## config.mk

```make
export PLATFORM = sky130hd
export DESIGN_NAME = nibble_tx_arbiter
export DESIGN_NICKNAME = d
export VERILOG_FILES = /design/src/rtl/nibble_tx_arbiter.sv
export SDC_FILE = /design/constraint.sdc
export NUM_CORES = 1
export LEC_CHECK = 0
export BUFFER_PORTS_ARGS = -buffer_cell sky130_fd_sc_hd__buf_2
export CORE_ASPECT_RATIO = 1.1
export CORE_MARGIN = 1
export CORE_UTILIZATION = 40
export DETAILED_ROUTE_END_ITERATION = 10
export GPL_ROUTABILITY_DRIVEN = 0
export SLEW_MARGIN = 0
export SYNTH_ARGS = -nofsm -noshare
export SYNTH_HDL_FRONTEND = slang
export SYNTH_SLANG_ARGS = --single-unit
export TNS_END_PERCENT = 5
```

## constraint.sdc

```tcl
create_clock -name clk -period 2.2 [get_ports clk]
set_input_delay 0.44 -clock clk [delete_from_list [all_inputs] [get_ports clk]]
set_output_delay 0.44 -clock clk [all_outputs]
set_load 0.02 [all_outputs]
```

## src/rtl/nibble_tx_arbiter.sv

```systemverilog
// Round-robin arbiter that serializes one granted 4-bit nibble at a time, MSB first,
// with a forced idle gap between frames. Optional even-parity 5th bit: NIBBLE_ARB_PARITY_EN.
module nibble_tx_arbiter #(
  parameter int N_REQ = 4,
  parameter int GAP   = 1,
  parameter int ID_W  = 2
) (
  input  logic               clk,
  input  logic               rst_n,
  input  logic [N_REQ-1:0]   req,
  input  logic [4*N_REQ-1:0] nib_in,
  output logic [N_REQ-1:0]   gnt,
  output logic               d_ser,
  output logic               frame,
  output logic               last,
  output logic [ID_W-1:0]    src_id,
  output logic               busy
);

`ifdef NIBBLE_ARB_PARITY_EN
  localparam int NB = 5;
`else
  localparam int NB = 4;
`endif
  localparam logic [2:0] LAST_BIT = 3'(NB - 1);
  localparam logic [2:0] GAP_LAST = (GAP > 0) ? 3'(GAP - 1) : 3'd0;

  typedef enum logic [1:0] {S_IDLE, S_SHIFT, S_GAP} state_t;

  state_t          state_q, state_d;
  logic [2:0]      cnt_q, cnt_d;
  logic [NB-1:0]   sh_q, sh_d;
  logic [ID_W-1:0] ptr_q, ptr_d;
  logic [N_REQ-1:0] gnt_q, gnt_d;
  logic            d_ser_q, d_ser_d;
  logic            frame_q, frame_d;
  logic            last_q, last_d;
  logic [ID_W-1:0] src_q, src_d;
  logic            busy_q, busy_d;

  logic            win_found;
  logic [ID_W-1:0] win_idx;
  logic [3:0]      nib_sel;
  logic [NB-1:0]   fb;
  logic            arb;

  // Search upward from the pointer; iterating the offsets downward leaves the nearest hit.
  always_comb begin : winner_search
    int j;
    win_found = 1'b0;
    win_idx   = '0;
    j         = 0;
    for (int i = N_REQ - 1; i >= 0; i--) begin
      j = int'(ptr_q) + i;
      if (j >= N_REQ) j = j - N_REQ;
      if (req[ID_W'(j)]) begin
        win_found = 1'b1;
        win_idx   = ID_W'(j);
      end
    end
  end

  always_comb begin
    nib_sel = 4'd0;
    for (int i = 0; i < N_REQ; i++) begin
      if (win_idx == ID_W'(i)) nib_sel = nib_in[4*i +: 4];
    end
  end

`ifdef NIBBLE_ARB_PARITY_EN
  assign fb = {nib_sel, ^nib_sel};
`else
  assign fb = nib_sel;
`endif

  always_comb begin
    state_d = state_q;
    cnt_d   = cnt_q;
    sh_d    = sh_q;
    ptr_d   = ptr_q;
    gnt_d   = '0;
    d_ser_d = 1'b0;
    frame_d = 1'b0;
    last_d  = 1'b0;
    src_d   = src_q;
    busy_d  = 1'b0;
    arb     = 1'b0;

    case (state_q)
      S_IDLE: arb = 1'b1;
      S_SHIFT: begin
        if (cnt_q == LAST_BIT) begin
          if (GAP == 0) begin
            arb = 1'b1;
          end else begin
            state_d = S_GAP;
            cnt_d   = 3'd0;
            busy_d  = 1'b1;
          end
        end else begin
          cnt_d   = cnt_q + 3'd1;
          d_ser_d = sh_q[NB-1];
          sh_d    = sh_q << 1;
          frame_d = 1'b1;
          last_d  = (cnt_q == LAST_BIT - 3'd1);
          busy_d  = 1'b1;
        end
      end
      S_GAP: begin
        if (cnt_q == GAP_LAST) begin
          arb = 1'b1;
        end else begin
          cnt_d  = cnt_q + 3'd1;
          busy_d = 1'b1;
        end
      end
      default: state_d = S_IDLE;
    endcase

    // The register stage leading each frame: first bit and grant appear together.
    if (arb) begin
      if (win_found) begin
        state_d = S_SHIFT;
        cnt_d   = 3'd0;
        gnt_d   = N_REQ'(1) << win_idx;
        d_ser_d = fb[NB-1];
        sh_d    = fb << 1;
        frame_d = 1'b1;
        last_d  = 1'b0;
        src_d   = win_idx;
        busy_d  = 1'b1;
        ptr_d   = (win_idx == ID_W'(N_REQ - 1)) ? '0 : win_idx + ID_W'(1);
      end else begin
        state_d = S_IDLE;
      end
    end
  end

  always_ff @(posedge clk or negedge rst_n) begin
    if (!rst_n) begin
      state_q <= S_IDLE;
      cnt_q   <= 3'd0;
      sh_q    <= '0;
      ptr_q   <= '0;
      gnt_q   <= '0;
      d_ser_q <= 1'b0;
      frame_q <= 1'b0;
      last_q  <= 1'b0;
      src_q   <= '0;
      busy_q  <= 1'b0;
    end else begin
      state_q <= state_d;
      cnt_q   <= cnt_d;
      sh_q    <= sh_d;
      ptr_q   <= ptr_d;
      gnt_q   <= gnt_d;
      d_ser_q <= d_ser_d;
      frame_q <= frame_d;
      last_q  <= last_d;
      src_q   <= src_d;
      busy_q  <= busy_d;
    end
  end

  assign gnt    = gnt_q;
  assign d_ser  = d_ser_q;
  assign frame  = frame_q;
  assign last   = last_q;
  assign src_id = src_q;
  assign busy   = busy_q;

endmodule

```

==> metrics <==
status finished clean; endpoint kind of the worst setup timing path flip-flop; CTS tree done; antenna cells 0; HPWL after DPL approximately 1.9 mm; Hold/Removal Path Class in -> async; IR Drop Worst-Case VDD ~0.54 mV; Max clock buf depth 2; crit path buf inv count 1; area growth from synthesis to final layout 16.6%; data arrival time of the critical path approximately 2000 ps; WP data required 2370 ps; Skew-Pair Late Insertion Delay about 300 ps; cell types with the largest area share after synthesis dfrtp_1 42%, ha_1 12%, nand2_1 6.3%; dominant synthesized flop cell dfrtp_1; clock transition at the registers of the reported paths 130 ps; count of unresolved DRC violations after routing 0; number of enable-type register cells in the synthesized netlist 0; power per cell area around 1300 mW/mm²; yosys warns 0; highest cell delay on the worst timing path between 400 and 500 ps; drt pass-1 iters 4; NumNets Final roughly 200; fraction of the yosys area taken by sequential cells about two fifths; WL/cell 12.9 µm; reported max-cap violation count 0; overall routing resource usage between 10% and 20%; kind of start point of the critical path flip-flop; destination of the critical timing path d_ser; synthesized netlist net count 165; number of H-tree levels 1; number of vias per cell ~5.1; portion of the clock cycle consumed by the worst path in the final layout a little under nine tenths; starting density of the core between 40% and 50%; post-CTS setup repair buffer count 0; Antenna Nets Post-Route 0; standard cell with the maximum stage delay on the critical path dfrtp_1; maximum number of pins on one net before global-route repair 22; area enclosed by the die boundary ~0.0034 mm²; height of the chip 60.7 µm; biggest area consumer among synthesized cells dfrtp_1; maximum operating frequency ~530 MHz; flip-flop and latch count after synthesis 21; RSZ-0062 raised after global routing false; grt total ovfl 0; clock root buffer master clkbuf_4; Std-Cell Rows 20; number of pins with negative max-slew slack in the final report 0; post-synthesis cell area 0.00125 mm²; Crit Reg-Reg Startpoint ptr_q[0]; static leakage between 0.7 and 0.8 nW; Worst Tran Pin Value 631 ps; Synth Area per Inst between 9 and 10 µm²; Placeable Area 0.00288 mm²; R2R Setup Slk 320 ps; total routed wirelength roughly 2.5 mm; final-layout worst hold slack 67.9 ps; antenna violations before repair 0; cell family with the largest share of critical-path delay compound AO/OA/AOI/OAI gates; number of buffers created by CTS 3; Post-Syn Instances between 100 and 150; total number of vias between 1000 and 1500; number of cells on the worst reg-to-reg path 8; Die X 55.4 µm; critical path fanouts, max 7; CP startpoint ptr_q[0]; count of unique library cells instantiated by Yosys 33; vias in the first global route roughly 1000; min Tclk post-route roughly 1900 ps; Port Buffer Count 31; Final Hold Violating Endpoints 0; aggregate negative setup slack 0 ps; Setup violations, final 0; count of boundary I/O pins 32; proportion of layout cells with a drive suffix above 1 between 20% and 30%; number of sinks driven by the clock tree 21; logic depth of the worst path, buffers included 8; DRT iter0 DRCs 25; top-area cell type share of the netlist area a little over two fifths; crit path kind reg -> reg; wire length of the first global-routing pass around 4.3 mm; cell chain of the critical path o221ai_1 -> o21ai_1 -> nor2b_1 -> ha_1 -> inv_1 -> nand2_1 -> o221ai_1 -> o21ai_1; async set-reset flop share out of synthesis 100%; worst flop-to-flop path endpoint d_ser; Layout Skew roughly 8.5 ps; Max-Slew Margin vs Limit around 58%
## state kept, by name (all words and copies together), names as in the netlist
signal / cells
last: 1
frame: 1
d_ser: 1
gnt: 4
ptr_q: 2
cnt_q: 3
sh_q: 4
state_q: 2
busy: 1
src_id: 2
## cell families (layout without fill, tap and decap cells)
logic type,count (synthesis),after routing,synth area share (%)
mux,4,4,3.50
fa+ha+maj,12,12,12.0
compound gates,34,34,18.7
simple gates,45,45,18.2
buf+inv,15,48,5.69
flops,21,21,42.0
## per-layer routing
layer,up-vias,routed length [µm],track usage [%]
met5,-,0,0
met4,0,18,5.36
met3,2,58,1.92
met2,17,1260,30.3
met1,458,1200,21.2
li1,525,-,-
## worst min path at each step
stage | to | startpoint
2_1_floorplan | busy | rst_n
3_3_place_gp | last | rst_n
3_5_place_dp | last | rst_n
4_1_cts | last | rst_n
5_1_grt | last | rst_n
6_report | last | rst_n
## layout by cell type (no fill, tap or decap), drive strengths merged, types with 2 or more instances in the layout
cell    instances
a21oi           7
and2            3
buf            32
clkbuf          3
dfrtp          21
ha             12
inv            12
mux2            3
nand2          21
nand2b          2
nand3           2
nor2            8
nor2b           3
o211ai          5
o21ai           9
o221ai          4
o22ai           2
## per-stage QoR
step                      utilization (%)  instances  worst slack [ps]  power [mW]  instance area (µm²)
after global routing                 50.7        197               112        2.13                 1460
after detailed placement             49.7        193              7.79        1.75                 1430
after CTS                            50.7        197               230        1.94                 1460
after global placement               49.7        193              89.2        1.74                 1430
after floorplan                         -        131               322        1.52                 1250
final                                50.7        197               321        1.93                 1460
## synthesized netlist by cell type (2+ instances only)
library cell  instances
and2_1                3
a21oi_1               7
nand3_1               2
ha_1                 12
buf_6                 2
dfrtp_1              21
o221ai_1              4
nor2b_1               3
o211ai_1              5
inv_1                12
o22ai_1               2
nand2_1              21
o21ai_1               4
mux2_2                3
nand2b_1              2
o21ai_0               4
nor2_1                8
## where the power goes
| group | total (mW) | internal, mW | switching [mW] |
|---|---|---|---|
| combinational | 1.13 | 0.446 | 0.682 |
| sequential | 0.615 | 0.534 | 0.0807 |
| clock | 0.192 | 0.0677 | 0.124 |
| total | 1.93 | 1.05 | 0.887 |
## cell type report
type | instances | area, µm²
Timing Repair Buffer | 32 | 163
Tap cell | 33 | 41.3
Multi-Input combinational cell | 95 | 658
Inverter | 12 | 45.0
Fill cell | 260 | 1420
Sequential cell | 21 | 526
Clock buffer | 3 | 22.5
Clock inverter | 1 | 5.00
## what timing repair did
action,in CTS,in global routing
hold endpoints to repair,0,0
hold buffers,0,0
gates resized for setup,0,2
endpoints found under the setup margin,0,3
Note: power is estimated with default switching activity, not from simulation.
